File: src/rtl/nibble_sweep_ctrl_pkg.sv
// Shared definitions for the nibble sweep sequencer: state encoding,
// code range and the sample-accumulate helper.
package nibble_sweep_ctrl_pkg;

    typedef enum logic [1:0] {
        IDLE = 2'd0,
        RUN  = 2'd1,
        DONE = 2'd2
    } state_t;

    // Highest code driven to the decode block; reaching it ends a sweep.
    localparam logic [3:0] LAST_CODE = 4'd15;

    // Width of the per-LED hit counters; 16 hits fit without wrapping.
    localparam int CNT_W = 5;

    // Add one LED sample to a hit accumulator.
    function automatic logic [CNT_W-1:0] add_hit(input logic [CNT_W-1:0] acc,
                                                 input logic             hit);
        return acc + {{(CNT_W-1){1'b0}}, hit};
    endfunction

endpackage

File: src/rtl/nibble_sweep_ctrl_if.sv
// Control handshake and decode-block bus of the nibble sweep sequencer.
// The slave side is the sequencer; the master side is the board logic
// (buttons/switches plus the LED decode block).
interface nibble_sweep_ctrl_if;

    logic       start;
    logic       stop;
    logic       loop;
    logic       led1_in;
    logic       led2_in;
    logic [3:0] a_out;
    logic       busy;
    logic       done;
    logic       sweep_pulse;
    logic [4:0] led1_count;
    logic [4:0] led2_count;

    modport master (
        output start, stop, loop, led1_in, led2_in,
        input  a_out, busy, done, sweep_pulse, led1_count, led2_count
    );

    modport slave (
        input  start, stop, loop, led1_in, led2_in,
        output a_out, busy, done, sweep_pulse, led1_count, led2_count
    );

endinterface

File: src/rtl/nibble_sweep_ctrl_dwell_timer.sv
// Reusable dwell timer: counts 0..DWELL_CYCLES-1 while enabled and flags
// the terminal cycle. The count wraps to 0 on its own after the terminal
// cycle, so back-to-back dwell periods need no extra clear.
module dwell_timer #(
    parameter int DWELL_CYCLES = 50000000,
    parameter int DWELL_W      = 26
) (
    input  logic clk,
    input  logic rst_n,
    input  logic clr,
    input  logic en,
    output logic tc
);

    localparam logic [DWELL_W-1:0] LAST = DWELL_W'(DWELL_CYCLES - 1);

    logic [DWELL_W-1:0] cnt;

    assign tc = en && !clr && (cnt == LAST);

    // Dwell counter: clear has priority, otherwise advance and wrap at LAST.
    always_ff @(posedge clk or negedge rst_n) begin
        if (!rst_n) begin
            cnt <= '0;
        end else if (clr) begin
            cnt <= '0;
        end else if (en) begin
            if (cnt == LAST) begin
                cnt <= '0;
            end else begin
                cnt <= cnt + 1'b1;
            end
        end
    end

endmodule

File: src/rtl/nibble_sweep_ctrl.sv
// Nibble sweep sequencer: steps the decode block's 4-bit input through
// codes 0..15, holding each for DWELL_CYCLES clocks, samples led1/led2 at
// the end of every dwell and latches per-LED hit counts once per sweep.
// Supports single-sweep and continuous-loop operation.
module nibble_sweep_ctrl
    import nibble_sweep_ctrl_pkg::*;
#(
    parameter int DWELL_CYCLES = 50000000,
    parameter int DWELL_W      = 26
) (
    input  logic                 clk,
    input  logic                 rst_n,
    nibble_sweep_ctrl_if.slave   io
);

    state_t           state;
    logic [3:0]       code;
    logic [CNT_W-1:0] acc1;
    logic [CNT_W-1:0] acc2;
    logic [CNT_W-1:0] cnt1;
    logic [CNT_W-1:0] cnt2;
    logic             busy_q;
    logic             done_q;
    logic             pulse_q;
    logic             loop_q;
    logic             tc;
    logic             tmr_clr;
    logic             tmr_en;

    // The timer only runs in RUN; leaving RUN (or a stop) parks it at 0 so
    // the first code of the next sweep gets a full dwell.
    assign tmr_en  = (state == RUN);
    assign tmr_clr = io.stop || (state != RUN);

    dwell_timer #(
        .DWELL_CYCLES (DWELL_CYCLES),
        .DWELL_W      (DWELL_W)
    ) u_dwell (
        .clk   (clk),
        .rst_n (rst_n),
        .clr   (tmr_clr),
        .en    (tmr_en),
        .tc    (tc)
    );

    assign io.a_out       = code;
    assign io.busy        = busy_q;
    assign io.done        = done_q;
    assign io.sweep_pulse = pulse_q;
    assign io.led1_count  = cnt1;
    assign io.led2_count  = cnt2;

    // Sequencer FSM with registered outputs; stop overrides everything and
    // the latched counts survive a stop so the last result stays visible.
    always_ff @(posedge clk or negedge rst_n) begin
        if (!rst_n) begin
            state   <= IDLE;
            code    <= '0;
            acc1    <= '0;
            acc2    <= '0;
            cnt1    <= '0;
            cnt2    <= '0;
            busy_q  <= 1'b0;
            done_q  <= 1'b0;
            pulse_q <= 1'b0;
            loop_q  <= 1'b0;
        end else begin
            pulse_q <= 1'b0;
            if (io.stop) begin
                state  <= IDLE;
                code   <= '0;
                acc1   <= '0;
                acc2   <= '0;
                busy_q <= 1'b0;
                done_q <= 1'b0;
            end else begin
                case (state)
                    IDLE, DONE: begin
                        if (io.start) begin
                            state  <= RUN;
                            code   <= '0;
                            acc1   <= '0;
                            acc2   <= '0;
                            busy_q <= 1'b1;
                            done_q <= 1'b0;
                            loop_q <= io.loop;
                        end
                    end
                    RUN: begin
                        if (tc) begin
                            if (code != LAST_CODE) begin
                                code <= code + 1'b1;
                                acc1 <= add_hit(acc1, io.led1_in);
                                acc2 <= add_hit(acc2, io.led2_in);
                            end else begin
                                // Sweep end: publish totals including this sample.
                                cnt1    <= add_hit(acc1, io.led1_in);
                                cnt2    <= add_hit(acc2, io.led2_in);
                                pulse_q <= 1'b1;
                                code    <= '0;
                                acc1    <= '0;
                                acc2    <= '0;
                                if (!loop_q) begin
                                    state  <= DONE;
                                    busy_q <= 1'b0;
                                    done_q <= 1'b1;
                                end
                            end
                        end
                    end
                    default: begin
                        state <= IDLE;
                    end
                endcase
            end
        end
    end

endmodule

File: src/flat_wrapper.sv
// flat-port wrapper written by rule: the top's interface ports become plain ports
module nibble_sweep_ctrl_flat import nibble_sweep_ctrl_pkg::*;
#(
    parameter int DWELL_CYCLES = 50000000,
    parameter int DWELL_W      = 26
)
  (clk, rst_n, io_start, io_stop, io_loop, io_led1_in, io_led2_in, io_a_out, io_busy, io_done, io_sweep_pulse, io_led1_count, io_led2_count);
  nibble_sweep_ctrl_if io_i ();
  input  logic clk;
  input  logic rst_n;
  input wire logic [$bits(io_i.start)-1:0] io_start;
  input wire logic [$bits(io_i.stop)-1:0] io_stop;
  input wire logic [$bits(io_i.loop)-1:0] io_loop;
  input wire logic [$bits(io_i.led1_in)-1:0] io_led1_in;
  input wire logic [$bits(io_i.led2_in)-1:0] io_led2_in;
  output wire logic [$bits(io_i.a_out)-1:0] io_a_out;
  output wire logic [$bits(io_i.busy)-1:0] io_busy;
  output wire logic [$bits(io_i.done)-1:0] io_done;
  output wire logic [$bits(io_i.sweep_pulse)-1:0] io_sweep_pulse;
  output wire logic [$bits(io_i.led1_count)-1:0] io_led1_count;
  output wire logic [$bits(io_i.led2_count)-1:0] io_led2_count;
  assign io_i.start = io_start;
  assign io_i.stop = io_stop;
  assign io_i.loop = io_loop;
  assign io_i.led1_in = io_led1_in;
  assign io_i.led2_in = io_led2_in;
  assign io_a_out = io_i.a_out;
  assign io_busy = io_i.busy;
  assign io_done = io_i.done;
  assign io_sweep_pulse = io_i.sweep_pulse;
  assign io_led1_count = io_i.led1_count;
  assign io_led2_count = io_i.led2_count;
  nibble_sweep_ctrl #(.DWELL_CYCLES(DWELL_CYCLES), .DWELL_W(DWELL_W)) u_core (.clk(clk), .rst_n(rst_n), .io(io_i));
endmodule
File: config.mk
export PLATFORM = sky130hd
export DESIGN_NAME = nibble_sweep_ctrl_flat
export DESIGN_NICKNAME = d
export VERILOG_FILES = /design/src/rtl/nibble_sweep_ctrl_pkg.sv /design/src/rtl/nibble_sweep_ctrl_if.sv /design/src/rtl/nibble_sweep_ctrl_dwell_timer.sv /design/src/rtl/nibble_sweep_ctrl.sv /design/src/flat_wrapper.sv
export SDC_FILE = /design/constraint.sdc
export NUM_CORES = 1
export LEC_CHECK = 0
export CAP_MARGIN = 20
export CORE_UTILIZATION = 30
export CTS_CLUSTER_DIAMETER = 150
export DETAILED_ROUTE_END_ITERATION = 10
export PLACE_DENSITY = 0.45
export RECOVER_POWER = 100
export SLEW_MARGIN = 20
export SYNTH_ARGS = -nofsm -noshare
export SYNTH_HDL_FRONTEND = slang
export SYNTH_HIERARCHICAL = 1
export SYNTH_SLANG_ARGS = --single-unit
File: constraint.sdc
create_clock -name clk -period 3 [get_ports clk]
set_clock_uncertainty 0.15 [all_clocks]
set_input_delay 0.6 -clock clk [delete_from_list [all_inputs] [get_ports clk]]
set_output_delay 0.6 -clock clk [all_outputs]
set_load 0.01 [all_outputs]
# Yosys cells after proc, flatten, opt, wreduce, memory -nomap -nowiden
# Index checks and enable logic that the tools add are counted.
dict set report totals {
  register_bits 56
  inputBits 7
  output_inout_bits 17
  elab_cells 78
}
dict set report classes {
  addsub 4
  eq_ne 9
  mux 39
  bitwise_logic 2
  n_reduce_logical 13
}
# op n
set ops {}
lappend ops {{26-bit two-way mux} 3}
lappend ops {{5-bit two-way mux} 7}
lappend ops {{26-bit by 1-bit adder with 26-bit output (second input constant)} 1}
lappend ops {{26-bit == test (second input constant)} 1}
lappend ops {{5-bit case mux with 2 select lines} 2}
lappend ops {{4-bit two-way mux} 4}
lappend ops {{1-bit two-way mux} 14}
lappend ops {{5-bit by 1-bit adder with 5-bit output} 2}
lappend ops {{2-bit two-way mux} 5}
lappend ops {{3-bit != test (second input constant)} 3}
lappend ops {{4-bit case mux with 2 select lines} 1}
lappend ops {{4-bit AND reduction} 2}
lappend ops {{3-bit AND reduction} 2}
lappend ops {{5-bit AND reduction} 1}
lappend ops {{4-bit by 1-bit adder with 4-bit output (second input constant)} 1}
lappend ops {{4-bit != test (second input constant)} 1}
lappend ops {{1-bit case mux with 2 select lines} 2}
lappend ops {{2-bit case mux with 2 select lines} 1}
lappend ops {{3-bit by 2-bit != test with 1-bit output (second input constant)} 1}
lappend ops {{3-bit nonzero test} 1}
lappend ops {{2-bit by 1-bit == test with 1-bit output (second input constant)} 1}
lappend ops {{2-bit == test (second input constant)} 1}
lappend ops {{1-bit logical AND} 2}
lappend ops {{2-bit zero test} 1}
lappend ops {{6 further kinds} 7}

# Longest topological paths before layout
# Gate-level depths: netlist of run 1.
dict set report depth {
  depth_word 8
  depth_mapped 11
  depth_no_buf 8
}

# Hierarchy
# The synthesis of run 1 kept the hierarchy.
# mod instances cells_each area_each_um2 seq_area_each_um2
set by_module_without_submodules {}
lappend by_module_without_submodules {dwell_timer 1 195 1667.8 650.6}
lappend by_module_without_submodules {nibble_sweep_ctrl 1 112 1466.4 750.7}

# Least setup slack after synthesis of run 1
# No wires, ideal clock.
dict set report synth_path {
  path_type {register to register}
  from {register u_core.u_dwell.cnt[10]}
  to {register u_core.acc1[0]}
  setup_ps 121
  t_arrival_ps 2764
  required_ps 2729
  slack_ps -35
  stages_incl_launch_ff 11
  n_path_buf 3
  synth_period_minus_slack_ps 3035
  cell_sequence {dfrtp_1 -> or4_4 -> nor4_4 -> buf_2 -> nand2_1 -> nor3_1 -> nand3b_1 -> and3_1 -> clkbuf_1 -> buf_4 -> a22o_1}
}
dict set report synth_between {
  elab_chain_cells 4
}
# element line
set synth_rtl {}
lappend synth_rtl {{from (decl)} nibble_sweep_ctrl_dwell_timer.sv:17} ;# logic [DWELL_W-1:0] cnt;
lappend synth_rtl {{from (signal assigned)} nibble_sweep_ctrl_dwell_timer.sv:31} ;# cnt <= cnt + 1'b1;
lappend synth_rtl {{26-bit == test} nibble_sweep_ctrl_dwell_timer.sv:19} ;# assign tc = en && !clr && (cnt == LAST);
lappend synth_rtl {{1-bit logical AND} nibble_sweep_ctrl_dwell_timer.sv:19}
lappend synth_rtl {{via u_core.tc} nibble_sweep_ctrl.sv:26} ;# logic tc;
lappend synth_rtl {{3-bit by 2-bit != test with 1-bit output (no line)} -}
lappend synth_rtl {{3-bit AND reduction (no line)} -}
lappend synth_rtl {{to (signal assigned)} nibble_sweep_ctrl.sv:93} ;# acc1 <= add_hit(acc1, io.led1_in);
lappend synth_rtl {{to (decl)} nibble_sweep_ctrl.sv:18} ;# logic [CNT_W-1:0] acc1;
# The timed path passes the listed nets, and every way through them passes these cells.
# A chain may end at the register's enable or synchronous reset.

# Worst setup path in the final report of run 1
dict set report layout_path {
  from {input io_stop}
  to {register u_core.u_dwell.cnt[13]}
}
dict set report layout_between {
  elab_chain_cells 2
  word_cells_on_any_way 3
  cone_classes {1 x mux; 2 x reduce/logical}
}
# element line
set layout_rtl {}
lappend layout_rtl {{from (decl)} flat_wrapper.sv:12} ;# input wire logic [$bits(io_i.stop)-1:0] io_stop;
lappend layout_rtl {{1-bit logical OR (*)} nibble_sweep_ctrl.sv:33} ;# assign tmr_clr = io.stop || (state != RUN);
lappend layout_rtl {{via u_core.tmr_clr} nibble_sweep_ctrl.sv:27} ;# logic tmr_clr;
lappend layout_rtl {{26-bit two-way mux / 2-bit nonzero test (equally long branches)} -}
# Mark *: on every way through the listed nets, which the timed path passes. The rest lies on a longest branch.

==> flow_summary.yaml, run 1 <==
run_status:
  status: "finished clean"
detailed_routing:
  wl_per_cell_microns: 16.2
  dr.first_iter.drc_count: 92
  wl_microns: 7620
  via_per_inst: 5.42
  drc: 0
  dr.pass1.iters: 4
  vias: 2548
  antenna_left: 0
floorplanning:
  num_rows: 36
  fp.dieArea_sq_um: 10900
  pin_count: 24
  core_area_sq_um: 9950
  die_x_microns: 104
  die_h_microns: 104
  start_util: 0.315
synth:
  ys_seq_area_frac: 0.447
  ys_ff_latch: 56
  synth_top_flop_cell: "dfrtp_1"
  synth_nets: 320
  synth.largest_area_cell: "dfrtp_1"
  yosysWarnings: 6
  syn-instance-count: 307
  synth_top_family_by_area: "simple AND/OR/NAND/NOR gates"
  synth_compound_area_frac: 0.155
  synthArstFlopShare: 1.00
  synth_top_area_frac: 0.447
  syn_area_sq_um: 3130
  syn_avg_cell_area_sq_um: 10.2
  synthMuxAreaShare: 0.0571
  ys_types: 56
  synth_xor_area_frac: 0.0251
  synth_edf_count: 0
  yosys.area_share.simple: 0.252
  synthAdderAreaFrac: 0.0240
  synth_area_leaders: "dfrtp_1 45%, mux2_4 4.3%, nand2_1 2.6%"
layout:
  n_antenna_cell: 0
  register_area_sq_um: 1400
  fillCellCount: 1024
  multi_input_area_sq_um: 1600
  finalNetCount: 349
  drive_above_1_share: 0.142
  areaGrowthSynthToFinish_pct: 17.0
clock_network:
  clkSinkCount: 56
  htreeDepth: 2
  clkTransAtPathRegs_ps: 110
  clockBufferDepth: 2
  postCtsSetupBuffers: 0
  cts_hold_buffers: 0
  clk_latency_ps: 310
  cts_buffers: 5
  clockRootBuffer: "clkbuf_8"
  cts_tree: "yes"
global_routing:
  grt_max_degree: 57
  track_usage: 0.147
  antenna_found_initial: 0
  grt_pass1_wl_microns: 12900
  overflow: 0
  first_global_vias: 2523
hold_path:
  min_path_type: "register to register"
sta:
  setup-tns-final_ps: 0
  finalHoldViolations: 0
  rsz0062_at_grt: "false"
  drv_slew: 0
  fin_ws_ps: 200
  max_freq_ghz: 0.357
  setup_viol_count_final: 0
  maxSlewHeadroom: 0.0415
  min_period_ps: 2800
  worst_pin_slew_ps: 1440
  fin_crit_sh: 0.933
placed_design:
  io_buffers: 23
  place_hpwl_microns: 5040
  pre_cts_ws_ps: 77.8
  place.gp.congestion: 0.744
worst_setup_path:
  worstPathRequired_ps: 3040
  start_kind: "input pin"
  cp_max_fo: 39
  cp.arrival_ps: 2840
  ff2ff_setup_slack_ps: 220
  end_kind: "register"
  criticalPathCategory: "input pin to register"
power_and_ir_drop:
  leakagePower_uw: 0.00152
  p_comb_frac: 0.070
  powerDensity_nw_per_um2: 382
  pwr-share-clk: 0.381
  intPower_uw: 1070
  ir_drop_uv: 177
  power_switching_uw: 333
  seqPwrFrac: 0.549
  switching_share: 0.238
flow_run:
  maxCapViolations: 0
## worst paths after layout
| check | start | end | depth (start not counted) |
|---|---|---|---|
| worst min register to register | u_core/io.led2_count[1] | u_core/io.led2_count[1] | 1 |
| min in group asynchronous | rst_n | u_core/io.a_out[2] | 2 |
| worst max-delay path | io_stop | u_core/u_dwell/cnt[13] | 6 |
| max in group asynchronous | rst_n | u_core/u_dwell/cnt[10] | 2 |
| worst max register to register | u_core/u_dwell/cnt[11] | u_core/acc2[0] | 8 |
| worst min-delay path | u_core/io.led2_count[1] | u_core/io.led2_count[1] | 1 |
## critical path, cell delays in order
cell	delay [ps]
dlygate4sd3_1	560
nor3b_1	300
inv_2	90
clkbuf_2	500
or4b_1	660
o311ai_0	110
## power by group through the flow
stage          Sequential [uW]  Combinational (uW)  Clock, uW
6_report                   769                98.1        533
4_1_cts                    769                 105        557
3_5_place_dp               784                 105          0
3_3_place_gp               784                 104          0
5_1_grt                    771                 110        577
2_1_floorplan              783                51.0          0
## registers in the layout, summed over array words and instances, names as in the netlist
register / count
u_core/io.a_out: 4
u_core/loop_q: 1
u_core/io.done: 1
u_core/io.led2_count: 5
u_core/state: 2
u_core/acc2: 5
u_core/io.sweep_pulse: 1
u_core/acc1: 5
u_core/io.led1_count: 5
u_core/io.busy: 1
u_core/u_dwell/cnt: 26
## cells by family (layout without fill, tap and decap cells)
group,after synthesis,in the layout
mux,13,13
xor+xnor,9,9
compound gates,71,71
fa+ha+maj,6,6
buf+inv,26,56
simple gates,126,126
flops,56,56
## timing repair
action / CTS / global route
gates resized for setup: 0 / 2
hold endpoints to repair: 0 / 0
setup endpoints to repair: 0 / 7
## routing by layer
metal	track usage	vias to the layer above	share of wire
met5	0	-	0
li1	-	1227	-
met1	0.205	1279	0.51
met3	0.0232	2	0.028
met4	0.0367	0	0.0050
met2	0.237	40	0.46
## cell usage after synthesis, drive strengths merged (7+ instances only)
cell and n:
nand3 14, nand4b 7, dfrtp 56, a22o 8
nor3 9, a22oi 7, a21oi 16, nand2 22
nand4 11, clkbuf 11, o21ai 17, mux2 12
nor2 18, inv 9
## area by class of cell
type	instances	share of cell area
clock buffers	6	0.0225
clock inverters	2	0.0106
inverters	9	0.00921
multi-input cells	225	0.435
flip-flops and latches	56	0.382
well taps	133	0.0454
repair buffers	39	0.0952
## cells in the final DEF (no fill, tap or decap), types with 3 or more instances in the layout
cell type,Yosys,routed
a22o_1,8,8
nor2_1,17,17
nand4_1,11,11
a21oi_1,15,15
clkbuf_8,0,6
nor4_1,4,5
o21ai_0,16,16
buf_4,1,12
a31oi_1,5,5
nand2_1,22,22
a32oi_1,3,3
nand2b_1,5,5
mux2_4,9,9
clkdlybuf4s50_1,0,3
nand4b_1,7,7
or4_1,3,3
nor3_1,8,7
nor4b_1,4,4
mux2_2,3,3
nand3b_1,4,4
a22oi_1,7,7
dfrtp_1,56,56
and3_1,6,5
or3_1,3,3
nor2b_1,3,3
xor2_1,4,4
dlygate4sd3_1,0,19
nand3_1,12,12
ha_1,6,6
or4b_1,3,3
inv_1,8,8
xnor2_1,5,5
## through the flow
| step | hold WS (ps) | utilization | total power [uW] | area, sq um | cells |
|---|---|---|---|---|---|
| after floorplan | 154 | - | 834 | 3140 | 307 |
| after global placement | 348 | 0.360 | 888 | 3590 | 462 |
| after detailed placement | 346 | 0.360 | 888 | 3590 | 462 |
| after CTS | 128 | 0.373 | 1430 | 3710 | 470 |
| after global routing | 383 | 0.369 | 1460 | 3670 | 470 |
| final | 366 | 0.369 | 1400 | 3670 | 470 |
Note: power is estimated with default switching activity, not from simulation.
==> run 2: changes to the inputs <==
SLEW_MARGIN = default   (was 20)
==> results of run 2 <==
The final DEF is identical to that of run 1; final timing and power are the same.
